$ cat config.mk
export PLATFORM = sky130hd
export DESIGN_NAME = paddle_input
export DESIGN_NICKNAME = d
export VERILOG_FILES = /design/src/rtl/paddle_input.sv
export SDC_FILE = /design/constraint.sdc
export NUM_CORES = 1
export LEC_CHECK = 0
export CORE_MARGIN = 2
export CORE_UTILIZATION = 30
export DETAILED_ROUTE_END_ITERATION = 8
export HOLD_SLACK_MARGIN = 0.15
export RECOVER_POWER = 100
export SYNTH_ARGS = -nofsm -noshare
export SYNTH_HDL_FRONTEND = slang
export SYNTH_SLANG_ARGS = --single-unit
$ cat constraint.sdc
create_clock -name p_clk12 -period 2.3 [get_ports p_clk12]
set_input_delay 0.46 -clock p_clk12 [delete_from_list [all_inputs] [get_ports p_clk12]]
set_output_delay 0.46 -clock p_clk12 [all_outputs]
set_load 0.1 [all_outputs]
$ cat src/rtl/paddle_input.sv
// Up/down button front end for the paddle: synchronize, debounce, decode, step with optional auto-repeat.
// Optional feature macro: PADDLE_AUTOREPEAT_EN (REPEAT state plus repeat timer).
module paddle_input #(
  parameter int unsigned HEIGHT          = 9,
  parameter int unsigned PADDLE_LEN      = 3,
  parameter int unsigned START_Y         = 3,
  parameter int unsigned DEBOUNCE_CYCLES = 120000,
  parameter int unsigned REPEAT_DELAY    = 3000000,
  parameter int unsigned REPEAT_RATE     = 1200000
) (
  input  logic       p_clk12,
  input  logic       p_rst,
  input  logic       p_upBtn,
  input  logic       p_dwnBtn,
  output logic [3:0] paddle_y,
  output logic       paddle_move,
  output logic       paddle_dir
);

  localparam int unsigned DebW = $clog2(DEBOUNCE_CYCLES + 1);
  localparam int unsigned MaxY = HEIGHT + 1 - PADDLE_LEN;

  if (PADDLE_LEN < 1 || PADDLE_LEN > HEIGHT + 1 || HEIGHT > 15 || START_Y > MaxY ||
      DEBOUNCE_CYCLES < 1 || REPEAT_DELAY < 1 || REPEAT_RATE < 1) begin : g_badParams
    $error("paddle_input: invalid parameter set");
  end

  typedef enum logic [1:0] {CMD_NONE, CMD_UP, CMD_DOWN} cmd_t;

`ifdef PADDLE_AUTOREPEAT_EN
  localparam int unsigned TmrMax = (REPEAT_DELAY > REPEAT_RATE) ? REPEAT_DELAY : REPEAT_RATE;
  localparam int unsigned TmrW   = $clog2(TmrMax + 1);
  typedef enum logic [1:0] {IDLE, HOLD, REPEAT} state_t;
  logic [TmrW-1:0] timer, timerNext;
`else
  typedef enum logic [0:0] {IDLE, HOLD} state_t;
`endif

  // Bit 0 is the up button, bit 1 the down button; both active-low.
  logic [1:0]      sync1, sync2, debBtn;
  logic [DebW-1:0] debCnt [2];
  state_t          state, stateNext;
  cmd_t            heldCmd, heldNext, cmdC;
  logic            stepC;

  // Two-flop synchronizer and per-button debounce counters.
  always_ff @(posedge p_clk12) begin
    if (p_rst) begin
      sync1  <= 2'b11;
      sync2  <= 2'b11;
      debBtn <= 2'b11;
      for (int i = 0; i < 2; i++) debCnt[i] <= '0;
    end else begin
      sync1 <= {p_dwnBtn, p_upBtn};
      sync2 <= sync1;
      for (int i = 0; i < 2; i++) begin
        if (sync2[i] == debBtn[i]) begin
          debCnt[i] <= '0;
        end else if (debCnt[i] == DebW'(DEBOUNCE_CYCLES - 1)) begin
          debBtn[i] <= sync2[i];
          debCnt[i] <= '0;
        end else begin
          debCnt[i] <= debCnt[i] + DebW'(1);
        end
      end
    end
  end

  always_comb begin
    cmdC = CMD_NONE;
    if (!debBtn[0] && debBtn[1])      cmdC = CMD_UP;
    else if (debBtn[0] && !debBtn[1]) cmdC = CMD_DOWN;
  end

  // Next state, step request and timer control.
  always_comb begin
    stateNext = state;
    heldNext  = heldCmd;
    stepC     = 1'b0;
`ifdef PADDLE_AUTOREPEAT_EN
    timerNext = timer + TmrW'(1);
`endif
    case (state)
      IDLE: begin
        if (cmdC != CMD_NONE) begin
          stateNext = HOLD;
          heldNext  = cmdC;
          stepC     = 1'b1;
        end
      end
      default: begin
        if (cmdC == CMD_NONE) begin
          stateNext = IDLE;
          heldNext  = CMD_NONE;
        end else if (cmdC != heldCmd) begin
          stateNext = HOLD;
          heldNext  = cmdC;
          stepC     = 1'b1;
`ifdef PADDLE_AUTOREPEAT_EN
        end else if (state == HOLD && timer == TmrW'(REPEAT_DELAY - 1)) begin
          stateNext = REPEAT;
          stepC     = 1'b1;
        end else if (state == REPEAT && timer == TmrW'(REPEAT_RATE - 1)) begin
          stepC     = 1'b1;
`endif
        end
      end
    endcase
`ifdef PADDLE_AUTOREPEAT_EN
    if (state == IDLE || stateNext != state || stepC) timerNext = '0;
`endif
  end

  always_ff @(posedge p_clk12) begin
    if (p_rst) begin
      state   <= IDLE;
      heldCmd <= CMD_NONE;
`ifdef PADDLE_AUTOREPEAT_EN
      timer   <= '0;
`endif
    end else begin
      state   <= stateNext;
      heldCmd <= heldNext;
`ifdef PADDLE_AUTOREPEAT_EN
      timer   <= timerNext;
`endif
    end
  end

  // Paddle position; a step at a limit is swallowed without a pulse.
  always_ff @(posedge p_clk12) begin
    if (p_rst) begin
      paddle_y    <= 4'(START_Y);
      paddle_move <= 1'b0;
      paddle_dir  <= 1'b0;
    end else begin
      paddle_move <= 1'b0;
      if (stepC) begin
        if (cmdC == CMD_UP && paddle_y < 4'(MaxY)) begin
          paddle_y    <= paddle_y + 4'd1;
          paddle_move <= 1'b1;
          paddle_dir  <= 1'b1;
        end else if (cmdC == CMD_DOWN && paddle_y != 4'd0) begin
          paddle_y    <= paddle_y - 4'd1;
          paddle_move <= 1'b1;
          paddle_dir  <= 1'b0;
        end
      end
    end
  end

endmodule
==> results of run 1 <==
-- layer usage --
layer | vias to the layer above | share of wire
met5 | - | 0
met4 | 0 | 0.0069
met3 | 2 | 0.026
met2 | 20 | 0.48
met1 | 899 | 0.49
li1 | 988 | -
-- area by class of cell --
cell class / instances / area, µm²
inverters: 15 / 56.3
fillers: 872 / 5580
flip-flops and latches: 49 / 1330
repair buffers: 13 / 75.1
well taps: 108 / 135
clock buffers: 8 / 113
multi-input cells: 217 / 1360
-- sequential cells by signal, summed over array words and instances (netlist names) --
register	flops
debCnt	34
paddle_y	4
debBtn	2
heldCmd	2
sync1	2
sync2	2
paddle_dir	1
paddle_move	1
state	1
-- placed cells by master, fill, tap and decap left out, drive strengths merged, types with 2 or more instances in the layout --
cell type,Yosys,routed
o311ai,2,2
or3,5,5
xor2,11,11
a21oi,8,8
nand4,11,11
edfxtp,34,34
xnor2,19,19
nor4,8,8
nor2,36,36
ha,6,6
and4,2,2
mux2i,2,2
a31oi,2,2
a311oi,2,2
o21ai,7,7
dfxtp,15,15
or2,5,5
nand2,9,9
a31o,3,3
nor3b,2,2
and3,3,3
nand3,18,18
conb,1,34
clkdlybuf4s50,0,2
nor3,6,6
clkbuf,1,18
inv,15,15
-- final timing paths --
check / start / to / cells after the start
setup / recovery: debBtn[0]$_SDFFE_PP1N_ / paddle_y[3]$_SDFFE_PP0P_ / 9
hold / removal: sync1[0]$_SDFF_PP1_ / sync2[0]$_SDFF_PP1_ / 1
setup reg to reg: debBtn[0]$_SDFFE_PP1N_ / paddle_y[3]$_SDFFE_PP0P_ / 9
hold reg to reg: sync1[0]$_SDFF_PP1_ / sync2[0]$_SDFF_PP1_ / 1
-- report_power, final --
part           internal (mW)  switching (mW)  total (mW)
logic                 0.0298          0.0373      0.0671
clock network          0.315           0.283       0.598
registers              0.970          0.0349        1.01
-- worst max-delay path: stages (launching register included) --
cell,delay [ns]
dfxtp_1,0.41
inv_1,0.06
ha_1,0.20
and3_1,0.19
inv_1,0.13
ha_1,0.25
a21o_1,0.17
a21oi_1,0.22
a311oi_1,0.12
a211o_1,0.24
-- kinds of logic (layout without fill, tap and decap cells) --
family / Yosys count / in the layout / synth area share
AOI/OAI and AO/OA: 32 / 32 / 0.0855
xor gates and xnor gates: 30 / 30 / 0.0998
adders and majority gates: 7 / 7 / 0.0361
buffers and inverters: 18 / 36 / 0.0275
DFF: 49 / 49 / 0.502
muxes: 2 / 2 / 0.00760
other: 1 / 34 / 0.00142
and+or+nand+nor: 112 / 112 / 0.240
==> out/results.ini, run 1 <==
[status]
status = completed

[synthesis]
ys_types = 51
seq_area_frac_synth = 0.502
synth_top_area_cell = edfxtp_1
ys_ff_latch = 49
synthCells = 251
syn_area_um2 = 2630
synthArstFlopShare = 0
synth_area_leaders = edfxtp_1 39%, dfxtp_1 11%, xnor2_1 6.3%
synth_common_cells = 36 x nor2_1, 34 x edfxtp_1, 19 x xnor2_1
yosys.cell_count.top_type = nor2_1
synth.top_cell.area_share = 0.388
syn_area_per_cell_um2 = 10.5
synth_ff_type = edfxtp_1
ys_warn_count = 0
synth_edf_count = 34

[pwr]
fin_total_pwr_mw = 1.67
leakage_nw = 1.08
cellPowerDensity_nw_per_um2 = 546
ir_drop_v = 0.000293

[final_layout]
nets = 312
drive_above_1_share = 0.113
diodes = 0
area_growth_pct = 16.2
fin_area_um2 = 3060
layout.cells.non_filler = 410
fin_util = 0.354

[clock_tree]
clockBufferDepth = 2
tritoncts = built
cts.repair.resized = 0
cts_hold_buf = 0
clk_latency_ns = 0.30
cts_buffers = 5
clockRootBuffer = clkbuf_8
clock_sinks = 49
cts_setup_buffers = 0
htreeDepth = 2
clk_pin_slew_ns = 0.09

[floorplan]
fp.dieW_um = 97.7
die_h_um = 97.7
start_util = 0.305
ios = 10
fp-row-count = 34
coreArea_um2 = 8640
dieArea_um2 = 9540

[global_route]
use_met3 = 0.0237
grt_pass1_vias = 1814
grt_overflow = 0
met2_usage = 0.171
antenna_found_initial = 0
grt.busiest_layer = met2
grt_max_degree = 18
grt_pass1_wl_mm = 7.95
grt_usage = 0.100
met1_usage = 0.126

[timing]
finalCriticalPeriod_ns = 2.08
setup_ws_ns = 0.216
fmax_mhz = 480
finalClockSkew_ns = 0.00918
fin_setup_tns_ns = 0
setup_viol_count_final = 0
hold_viol = 0
tightest_slew_ns = 1.18
rsz0062_at_grt = false
relSlewSlack = 0.217
hold_ws_ns = 0.415
slew_viol_final = 0
fin_crit_sh = 0.906

[setup_path]
start_kind = flop
arrival_ns = 2.28
ff2ff_setup_slack_ns = 0.22
crit_path_max_fanout = 4
criticalPathCategory = reg2reg
worst_setup_path_end_kind = flop
cp.required_ns = 2.50

[routing]
drtAntennaViolNets = 0
drt_iter0_markers = 61
vias = 1909
drt-wirelength-per-cell_um = 10.9
drt_wl_total_mm = 4.46
drtPass1Iterations = 4
drc = 0
avgViaCountPerCell = 4.66

[place]
portBuffers = 9
place_inst = 402
placed_area_um2 = 2990
dp.final_hpwl_mm = 3.28
dp_slack_ns = 0.236
place_congestion = 0.780

[job]
cap_violations = 0

[hold_path]
min_path_type = reg2reg

No activity file was read; power rests on OpenSTA's default activity.
==> run 2: changes to the inputs <==
==> constraint.sdc (replaced) <==
create_clock -name p_clk12 -period 2.11 [get_ports p_clk12]
set_input_delay 0.422 -clock p_clk12 [delete_from_list [all_inputs] [get_ports p_clk12]]
set_output_delay 0.422 -clock p_clk12 [all_outputs]
set_load 0.1 [all_outputs]
==> out/results.ini, run 2 (same netlist as run 1, synthesis figures left out) <==
[setup_path]
rr_startpoint = debBtn[0]$_SDFFE_PP1N_
reg2reg_to = paddle_y[3]$_SDFFE_PP0P_
cp_slowest_stage_delay_ns = 0.37
crit_path_max_fanout = 4
arrival_ns = 2.19
crit_path_top_delay_cell = dfxtp_2
startpoint = debBtn[0]$_SDFFE_PP1N_
worst-path-buf-inv = 2
start_kind = flop
ff2ff_setup_slack_ns = 0.12
crit_family = compound AO/OA/AOI/OAI gates
crit_path_cell_trace = inv_1 -> ha_1 -> and3_1 -> inv_1 -> ha_1 -> a21o_1 -> a21oi_2 -> a311oi_1 -> a211o_1
cp.required_ns = 2.31
worstRegToRegCells = 9
worst_setup_path_end_kind = flop
criticalPathCategory = reg2reg

[final_layout]
largest_reg_flops = 34
nFillCells = 880
layout_common_cells = 36 x nor2_1, 34 x edfxtp_1, 34 x conb_1, 19 x xnor2_1, 18 x nand3_1
area_growth_pct = 16.7
nets = 313
max_flop_register = debCnt
layout_commonest_cell = nor2_1
drive_above_1_share = 0.132
diodes = 0
reg.largest.list = debCnt: 34 flops, paddle_y: 4 flops

[timing]
hold_viol = 0
fin_setup_tns_ns = 0
fmax_mhz = 503
rsz0062_at_grt = false
slew_viol_final = 0
finalClockSkew_ns = 0.00928
relSlewSlack = 0.630
setup_viol_count_final = 0
fin_crit_sh = 0.943
tightest_slew_ns = 0.557
finalCriticalPeriod_ns = 1.99
setup_ws_ns = 0.120

[pwr]
p_sw_frac = 0.232
leakage_nw = 1.09
combPwrFrac = 0.042
clockPowerShare = 0.338
p_int_mw = 1.35
pwr-share-seq = 0.620
ir_drop_v = 0.000367
cellPowerDensity_nw_per_um2 = 573
p_switching_mw = 0.408

[floorplan]
dieArea_um2 = 9540
fp-row-count = 34
start_util = 0.305
coreArea_um2 = 8640
ios = 10
die_h_um = 97.7
fp.dieW_um = 97.7

[global_route]
grt_max_degree = 18
grt_overflow = 0
grt_pass1_wl_mm = 8.04
grt_pass1_vias = 1751
grt_usage = 0.102
antenna_found_initial = 0

[hold_path]
hold-path-cell-count = 1
min_path_type = reg2reg
min_to = sync2[0]$_SDFF_PP1_
hp-start = sync1[0]$_SDFF_PP1_

[clock_tree]
tritoncts = built
clockRootBuffer = clkbuf_8
clock_sinks = 49
cts_buffers = 5
clockBufferDepth = 2
clk_latency_ns = 0.31
clk_pin_slew_ns = 0.10
cts_hold_buf = 0
htreeDepth = 2

[status]
status = completed

[routing]
vias = 1906
drtPass1Iterations = 4
avgViaCountPerCell = 4.64
drt_iter0_markers = 81
drt_wl_total_mm = 4.56
drc = 0
drt-wirelength-per-cell_um = 11.1
drtAntennaViolNets = 0

[job]
cap_violations = 0

[place]
dp.final_hpwl_mm = 3.30
portBuffers = 9
dp_slack_ns = 0.0487
place_congestion = 0.752

## run 2: changes by cell type in the layout (fill, tap and decap cells not counted)
cell / before / now
buf_4: 0 / 2
o211ai_2: 0 / 1
dfxtp_2: 4 / 2
clkinv_4: 0 / 1
clkbuf_1: 4 / 2
a21oi_2: 0 / 1
a21oi_1: 8 / 7
dfxtp_1: 11 / 10
dfxtp_4: 0 / 3
clkbuf_16: 1 / 0
o211ai_1: 1 / 0
clkinv_2: 0 / 1
## run 2: worst max path at each step
stage | end | slack, ns | cells past startpoint
global placement | paddle_y[3]$_SDFFE_PP0P_ | 0.12 | 9
floorplan | paddle_y[3]$_SDFFE_PP0P_ | 0.007 | 8
global route | paddle_y[3]$_SDFFE_PP0P_ | 0.005 | 9
detailed placement | paddle_y[3]$_SDFFE_PP0P_ | 0.05 | 9
finish | paddle_y[3]$_SDFFE_PP0P_ | 0.12 | 9
CTS | paddle_y[3]$_SDFFE_PP0P_ | 0.03 | 9
## run 2: per-stage QoR
stage               cell area, µm²  hold slack (ns)  utilization  instances  power (mW)
floorplan                     2770            0.389            -        284        1.16
global placement              3000            0.393        0.348        403        1.19
detailed placement            3000            0.394        0.348        403        1.19
CTS                           3100            0.417        0.359        411        1.79
global route                  3070            0.430        0.356        411        1.83
finish                        3070            0.416        0.356        411        1.76
## run 2: repair_timing
action                                 4_1_cts  5_1_grt
setup endpoints to repair                    0        1
resized for setup                            0        2
endpoints found under the hold margin        0        0
setup buffers                                0        0
## run 2: layout make-up
class                   instances  area (µm²)  area share
clock buffers                   6        82.6      0.0269
repair buffers                 14        87.6      0.0285
multi-input cells             217        1360       0.444
clock inverters                 2        13.8     0.00448
inverters                      15        56.3      0.0183
flip-flops and latches         49        1340       0.434
well taps                     108         135      0.0440
## run 2: routing by layer
metal,vias up,track usage,share of wire
met2,19,0.154,0.45
met4,0,0.0321,0.015
met5,-,0,0
met1,891,0.144,0.51
met3,7,0.0252,0.030
li1,989,-,-
## run 2: power by group through the flow
| stage | Sequential, mW | Combinational [mW] | Clock, mW |
|---|---|---|---|
| 2_1_floorplan | 1.10 | 0.0586 | 0 |
| 3_3_place_gp | 1.11 | 0.0746 | 0 |
| 3_5_place_dp | 1.11 | 0.0752 | 0 |
| 4_1_cts | 1.09 | 0.0756 | 0.619 |
| 5_1_grt | 1.10 | 0.0879 | 0.644 |
| 6_report | 1.09 | 0.0742 | 0.596 |
==> run 3: changes to the inputs <==
==> constraint.sdc (replaced) <==
create_clock -name p_clk12 -period 2.11 [get_ports p_clk12]
set_input_delay 0.422 -clock p_clk12 [delete_from_list [all_inputs] [get_ports p_clk12]]
set_output_delay 0.422 -clock p_clk12 [all_outputs]
set_load 0.02 [all_outputs]
==> out/results.ini, run 3 (same netlist as run 1, synthesis figures left out) <==
[timing]
finalCriticalPeriod_ns = 1.98
hold_ws_ns = 0.414
rsz0062_at_grt = false
slew_viol_final = 0
setup_ws_ns = 0.127
fmax_mhz = 504
fin_setup_tns_ns = 0
finalClockSkew_ns = 0.00547
fin_crit_sh = 0.940
setup_viol_count_final = 0
hold_viol = 0

[clock_tree]
cts.repair.resized = 0
clockRootBuffer = clkbuf_8
cts_hold_buf = 0
clockBufferDepth = 2
clk_pin_slew_ns = 0.09
htreeDepth = 2
tritoncts = built
clk_latency_ns = 0.30
clock_sinks = 49
cts_buffers = 5
cts_setup_buffers = 0

[status]
status = completed

[job]
cap_violations = 0

[setup_path]
cp.required_ns = 2.31
crit_path_max_fanout = 4
criticalPathCategory = reg2reg
arrival_ns = 2.18
worst_setup_path_end_kind = flop
start_kind = flop

[routing]
vias = 1897
drtAntennaViolNets = 0
avgViaCountPerCell = 4.57
drt_iter0_markers = 59
drtPass1Iterations = 4
drc = 0
drt_wl_total_mm = 4.58
drt-wirelength-per-cell_um = 11.0

[floorplan]
coreArea_um2 = 8640
ios = 10
die_h_um = 97.7
fp.dieW_um = 97.7
fp-row-count = 34
dieArea_um2 = 9540
start_util = 0.305

[final_layout]
layout_commonest_cell = nor2_1
nFillCells = 872
drive_above_1_share = 0.111
diodes = 0
layout_common_cells = 36 x nor2_1, 34 x edfxtp_1, 34 x conb_1, 19 x xnor2_1, 18 x nand3_1
multiInputGateArea_um2 = 1360
nets = 317
reg.largest.list = debCnt: 34 flops, paddle_y: 4 flops
max_flop_register = debCnt
area_growth_pct = 19.1
fin_area_um2 = 3140
seqCellArea_um2 = 1320
largest_reg_flops = 34

[pwr]
p_switching_mw = 0.388
p_int_mw = 1.48
combPwrFrac = 0.040
clockPowerShare = 0.373
leakage_nw = 1.11
cellPowerDensity_nw_per_um2 = 595
p_sw_frac = 0.208
ir_drop_v = 0.000390
pwr-share-seq = 0.587

[global_route]
antenna_found_initial = 0
grt_pass1_vias = 1821
grt_overflow = 0
grt_usage = 0.103
grt_max_degree = 18
grt_pass1_wl_mm = 8.21

[place]
dp_slack_ns = 0.0194
placed_area_um2 = 3030
place_congestion = 0.776
portBuffers = 9
dp.final_hpwl_mm = 3.35

[hold_path]
min_path_type = reg2reg

run 3: changes by cell type in the layout (fill, tap and decap cells not counted), moves of 3 or more:
| cell | before | now |
|---|---|---|
| dfxtp_1 | 10 | 14 |
| clkbuf_2 | 7 | 2 |
| buf_4 | 2 | 5 |
| dfxtp_4 | 3 | 0 |
| dlygate4sd3_1 | 1 | 7 |
run 3: power groups by stage:
stage / Sequential (mW) / Clock, mW / Combinational [mW]
2_1_floorplan: 1.11 / 0 / 0.0586
3_3_place_gp: 1.12 / 0 / 0.0757
3_5_place_dp: 1.12 / 0 / 0.0762
4_1_cts: 1.10 / 0.727 / 0.0768
5_1_grt: 1.10 / 0.752 / 0.0876
6_report: 1.09 / 0.696 / 0.0753
run 3: final timing paths:
path	startpoint	endpoint	slack [ns]	cells after the start
setup / recovery	debBtn[1]$_SDFFE_PP1P_	paddle_y[3]$_SDFFE_PP0P_	0.13	8
hold / removal	sync1[0]$_SDFF_PP1_	sync2[0]$_SDFF_PP1_	0.41	1
setup reg to reg	debBtn[1]$_SDFFE_PP1P_	paddle_y[3]$_SDFFE_PP0P_	0.13	8
hold reg to reg	sync1[0]$_SDFF_PP1_	sync2[0]$_SDFF_PP1_	0.41	1
run 3: area by class of cell:
class,instances,area share
clock buffers,7,0.0275
well taps,108,0.0431
clock inverters,1,0.00957
multi-input cells,217,0.434
inverters,15,0.0179
repair buffers,18,0.0463
flip-flops and latches,49,0.421
run 3: critical path: stages, from the launching register on:
cell and delay, ns:
dfxtp_1 0.40, ha_1 0.19, and3_1 0.21, inv_2 0.07
ha_1 0.28, a21o_1 0.19, a21oi_2 0.18, a311oi_1 0.11
a211o_1 0.24
run 3: per-layer routing:
layer | track usage | up-vias | share of wire
li1 | - | 994 | -
met1 | 0.139 | 876 | 0.50
met2 | 0.163 | 21 | 0.46
met3 | 0.0237 | 6 | 0.027
met4 | 0.0385 | 0 | 0.012
met5 | 0 | - | 0
run 3: per-stage QoR:
| step | power, mW | instances | util |
|---|---|---|---|
| 3_3_place_gp | 1.19 | 407 | 0.351 |
| 6_report | 1.87 | 415 | 0.363 |
| 2_1_floorplan | 1.17 | 284 | - |
| 5_1_grt | 1.94 | 415 | 0.363 |
| 4_1_cts | 1.90 | 415 | 0.365 |
| 3_5_place_dp | 1.19 | 407 | 0.351 |
